`config.mk`:
```
export PLATFORM = sky130hd
export DESIGN_NAME = mem_port_arbiter
export DESIGN_NICKNAME = d
export VERILOG_FILES = /design/src/rtl/mem_port_arbiter_pkg.sv /design/src/rtl/mem_port_arbiter_pick2.sv /design/src/rtl/mem_port_arbiter.sv
export SDC_FILE = /design/constraint.sdc
export NUM_CORES = 1
export LEC_CHECK = 0
export ABC_CLOCK_PERIOD_IN_PS = 2600
export BUFFER_PORTS_ARGS = -buffer_cell sky130_fd_sc_hd__buf_2
export CORE_MARGIN = 10
export CORE_UTILIZATION = 30
export DETAILED_ROUTE_END_ITERATION = 16
export GPL_ROUTABILITY_DRIVEN = 0
export MAX_ROUTING_LAYER = met4
export PLACE_DENSITY = 0.56
export RECOVER_POWER = 50
export SLEW_MARGIN = 20
export SYNTH_ARGS = -nofsm -noshare
export SYNTH_HDL_FRONTEND = slang
export SYNTH_SLANG_ARGS = --single-unit
```
`constraint.sdc`:
```
create_clock -name clk -period 2.6 [get_ports clk]
set_input_delay 0.39 -clock clk [delete_from_list [all_inputs] [get_ports clk]]
set_output_delay 0.39 -clock clk [all_outputs]
set_load 0.03 [all_outputs]
```
`src/rtl/mem_port_arbiter_pkg.sv`:
```
// Shared types for the unified-RAM port arbiter.
// FSM states, requester ids and bus widths.
package mem_port_arbiter_pkg;

  localparam int ADDR_W = 32;
  localparam int DATA_W = 32;
  localparam int SEL_W  = 4;

  localparam logic [SEL_W-1:0] SEL_WORD = 4'b1111;

  typedef enum logic [1:0] {
    ARB_IDLE   = 2'd0,
    ARB_ACCESS = 2'd1,
    ARB_RESP   = 2'd2
  } arb_state_e;

  typedef enum logic {
    ARB_ID_INST = 1'b0,
    ARB_ID_DATA = 1'b1
  } arb_id_e;

endpackage

```
`src/rtl/mem_port_arbiter_pick2.sv`:
```
// Two-way grant picker for the RAM port arbiter.
// MEM_ARB_RR_EN selects round-robin, else data wins.
module arb_pick2
  import mem_port_arbiter_pkg::*;
(
  input  logic    inst_req,
  input  logic    data_req,
  input  arb_id_e last_grant,
  output arb_id_e grant
);

`ifdef MEM_ARB_RR_EN
  // On a tie, favour whoever was not granted last
  always_comb begin
    grant = ARB_ID_DATA;
    if (inst_req && data_req)
      grant = (last_grant == ARB_ID_INST) ?
              ARB_ID_DATA : ARB_ID_INST;
    else if (inst_req)
      grant = ARB_ID_INST;
  end
`else
  logic unused_last;
  assign unused_last = last_grant;

  // Data always beats instruction fetch
  assign grant = (data_req || !inst_req) ?
                 ARB_ID_DATA : ARB_ID_INST;
`endif

endmodule

```
`src/rtl/mem_port_arbiter.sv`:
```
// Shares the single-port RAM between IF and MEM.
// MEM_ARB_RR_EN enables round-robin arbitration.
module mem_port_arbiter
  import mem_port_arbiter_pkg::*;
#(
  parameter int WAIT_CYCLES = 1,
  parameter int CNT_WIDTH   = 4
) (
  input  logic              clk,
  input  logic              rst,
  input  logic              inst_req,
  input  logic [ADDR_W-1:0] inst_addr,
  output logic              inst_ack,
  output logic [DATA_W-1:0] inst_rdata,
  input  logic              data_req,
  input  logic              data_we,
  input  logic [SEL_W-1:0]  data_sel,
  input  logic [ADDR_W-1:0] data_addr,
  input  logic [DATA_W-1:0] data_wdata,
  output logic              data_ack,
  output logic [DATA_W-1:0] data_rdata,
  output logic              ram_en,
  output logic [SEL_W-1:0]  ram_we,
  output logic [ADDR_W-1:0] ram_addr,
  output logic [DATA_W-1:0] ram_wdata,
  input  logic [DATA_W-1:0] ram_rdata,
  output logic              stall_req,
  output logic              busy
);

  arb_state_e           state;
  arb_id_e              cur_id;
  arb_id_e              grant;
  arb_id_e              last_grant;
  logic [CNT_WIDTH-1:0] cnt;
  logic                 is_store;

  logic unused_bits;
  assign unused_bits = ^{inst_addr[1:0], data_addr[1:0]};

  assign stall_req = (inst_req & ~inst_ack) |
                     (data_req & ~data_ack);

  arb_pick2 u_pick (
    .inst_req  (inst_req),
    .data_req  (data_req),
    .last_grant(last_grant),
    .grant     (grant)
  );

`ifdef MEM_ARB_RR_EN
  // Remember the most recent winner for round-robin
  always_ff @(posedge clk or negedge rst) begin
    if (!rst)
      last_grant <= ARB_ID_INST;
    else if (state == ARB_IDLE && (inst_req || data_req))
      last_grant <= grant;
  end
`else
  assign last_grant = ARB_ID_INST;
`endif

  // Grant, drive the RAM for the wait count, then ack
  always_ff @(posedge clk or negedge rst) begin
    if (!rst) begin
      state      <= ARB_IDLE;
      cur_id     <= ARB_ID_INST;
      cnt        <= '0;
      is_store   <= 1'b0;
      busy       <= 1'b0;
      inst_ack   <= 1'b0;
      data_ack   <= 1'b0;
      inst_rdata <= '0;
      data_rdata <= '0;
      ram_en     <= 1'b0;
      ram_we     <= '0;
      ram_addr   <= '0;
      ram_wdata  <= '0;
    end else begin
      inst_ack <= 1'b0;
      data_ack <= 1'b0;
      unique case (state)
        ARB_IDLE: begin
          if (inst_req || data_req) begin
            state  <= ARB_ACCESS;
            busy   <= 1'b1;
            ram_en <= 1'b1;
            cur_id <= grant;
            cnt    <= CNT_WIDTH'(WAIT_CYCLES);
            if (grant == ARB_ID_DATA) begin
              ram_addr  <= {data_addr[ADDR_W-1:2], 2'b00};
              ram_wdata <= data_wdata;
              ram_we    <= data_we ? data_sel : '0;
              is_store  <= data_we;
            end else begin
              ram_addr  <= {inst_addr[ADDR_W-1:2], 2'b00};
              ram_wdata <= '0;
              ram_we    <= '0;
              is_store  <= 1'b0;
            end
          end
        end
        ARB_ACCESS: begin
          if (cnt == '0) begin
            state  <= ARB_RESP;
            ram_en <= 1'b0;
            ram_we <= '0;
            if (cur_id == ARB_ID_DATA) begin
              data_ack   <= 1'b1;
              data_rdata <= is_store ? '0 : ram_rdata;
            end else begin
              inst_ack   <= 1'b1;
              inst_rdata <= ram_rdata;
            end
          end else begin
            cnt <= cnt - CNT_WIDTH'(1);
          end
        end
        ARB_RESP: begin
          state <= ARB_IDLE;
          busy  <= 1'b0;
        end
        default: begin
          state <= ARB_IDLE;
          busy  <= 1'b0;
        end
      endcase
    end
  end

endmodule
```
==> metrics.yaml <==
final_layout:
  diodes: 0
  utilization: 0.415
  drive_gt1_frac: 0.380
  final_common_cell: "buf_2"
  synthToLayoutAreaGrowth_pct: 35.8
  final_area_mm2: 0.00814
  nets: 886
  layout_common_cells: "202 x buf_2, 142 x dfrtp_1, 96 x o21ai_0, 64 x clkbuf_1, 40 x inv_1"
detailed_routing:
  drc: 0
  viasPerCell: 4.68
  drt_wl_total_mm: 17.9
  ant_nets: 0
  via_count: 4794
  firstDrtPassIters: 4
  drtIter0Drc: 196
  wl_per_cell_um: 17.4
sta:
  slew_viol_final: 64
  finalCritPeriodShare: 0.886
  fmax_ghz: 0.434
  setup_tns_ps: 0
  hold_violations: 0
  slew_headroom: -0.145
  period_needed_ps: 2300
  holdWs_ps: 192
  skew_ps: 9.74
  rsz0062_at_grt: "no"
  fin_ws_ps: 297
  worst_pin_slew_ps: 1720
  setup_viol: 0
die:
  initial_core_util: 0.306
  dieArea_mm2: 0.0260
  core_mm2: 0.0196
  die_y_um: 161
  fp-row-count: 51
  die_w_um: 161
  num_io_pins: 274
global_routing:
  grt_usage: 0.139
  grt_overflow: 0
  grt_max_degree: 66
  grt_pass1_wl_mm: 28.5
  grt_antenna_before_repair: 0
  grt_pass1_vias: 5092
synthesis:
  synthCells: 491
  synth_edf_count: 0
  syn_avg_cell_area_um2: 12.2
  synthFlopType: "dfrtp_1"
  async_reset_ff_frac: 1.00
  ys_types: 35
  yosys_warnings: 0
  seq_area_frac_synth: 0.593
  syn_area_mm2: 0.00599
  synth_seq_cells: 142
cts:
  cts_resized: 0
  ctsRootBufferMaster: "clkbuf_16"
  cts.sinks: 142
  clk_pin_slew_ps: 60
  tritoncts: "built"
  cts_made_buffers: 17
  clock_latency_ps: 410
  cts.path.max_buffers: 2
  h-tree-depth: 4
power:
  p_per_area_mw_per_mm2: 1450
  p_leak_nw: 4.04
  ir_worst_vdd_mv: 0.462
place:
  port-buffer-count: 267
  post-place-ws_ps: 295
  hpwl_mm: 13.0
  post_dp_cell_area_mm2: 0.00764
worst_setup_path:
  cp_max_fo: 33
  crit_arrival_ps: 2600
  crit_required_ps: 2900
  start_kind: "flop"
  cp-end-kind: "flop"
  crit_type: "reg2reg"
run:
  cap_viol_max_count: 1
hold_path:
  hold_path.class: "in2reg"
run_status:
  violations: "max-capacitance violations, max-slew violations"
  status: "finished, violations left"
==> repair_timing <==
item,in CTS,in global routing
buffers inserted,0,0
hold buffers,1,0
endpoints found under the hold margin,62,0
==> worst paths after layout <==
check                                 end  depth (start not counted)  slack [ps]         from
setup / recovery           inst_rdata[28]                          4         300     state[1]
hold / removal                  ram_we[3]                          2         190  data_sel[3]
setup reg to reg           inst_rdata[28]                          4         300     state[1]
hold reg to reg                  is_store                          1         480     is_store
max in group asynchronous            busy                          2         600          rst
min in group asynchronous   inst_rdata[2]                          2         950          rst
==> per-layer routing <==
metal  vias to the layer above  track usage  part of all wire
met5                         -            -                 0
met4                         0       0.0484             0.019
met3                        25       0.0399             0.067
met2                       188        0.207              0.46
met1                      2287        0.177              0.45
li1                       2294            -                 -
==> cells in the mapped netlist (2+ instances only) <==
master	count	area, um^2
buf_6	3	33.8
a32o_1	4	40.0
ha_1	2	25.0
a21o_1	3	22.5
nand3_1	2	10.0
clkbuf_1	36	135
a21oi_1	3	15.0
mux2i_1	30	300
nor2b_1	3	18.8
o21ai_0	96	480
nor3_1	2	10.0
nor2_1	6	22.5
inv_1	40	150
a22o_1	32	280
or2_2	2	12.5
buf_4	2	15.0
dfrtp_1	142	3550
nand2_1	3	11.3
buf_1	2	7.51
mux2_2	4	45.0
o41ai_1	32	280
mux2_4	29	435
==> power breakdown <==
part           internal [mW]  switching, mW
logic                   1.75           3.88
clock network           1.34           1.02
registers               3.25          0.539
==> sequential cells by signal, indices dropped and copies added, names as in the netlist <==
signal      count
inst_rdata     32
ram_we          4
cnt             4
state           2
cur_id          1
is_store        1
inst_ack        1
data_ack        1
busy            1
ram_wdata      32
ram_en          1
ram_addr       30
data_rdata     32
==> logic make-up after synthesis <==
group / after synthesis / synth area share
buffers and inverters: 84 / 0.0578
DFF: 142 / 0.593
AOI/OAI and AO/OA: 174 / 0.191
and+or+nand+nor: 25 / 0.0234
other: 1 / 0.000626
muxes: 63 / 0.130
adders and majority gates: 2 / 0.00417
==> critical path: stages (launching register included) <==
cell	delay [ps]
dfrtp_1	440
or4b_2	700
or3b_2	500
buf_12	210
mux2_4	320
==> per-stage QoR <==
stage | instances | total power, mW
floorplan | 492 | 7.77
global placement | 992 | 9.59
detailed placement | 992 | 9.66
CTS | 1025 | 12.1
global route | 1025 | 12.6
finish | 1025 | 11.8
==> layout make-up <==
class	instances	area, um^2
fillers	1949	11500
flip-flops and latches	142	3550
multi-input cells	266	2120
repair buffers	280	1400
clock buffers	17	425
well taps	265	332
inverters	40	150
clock inverters	15	149
(Power assumes the default switching activity.)
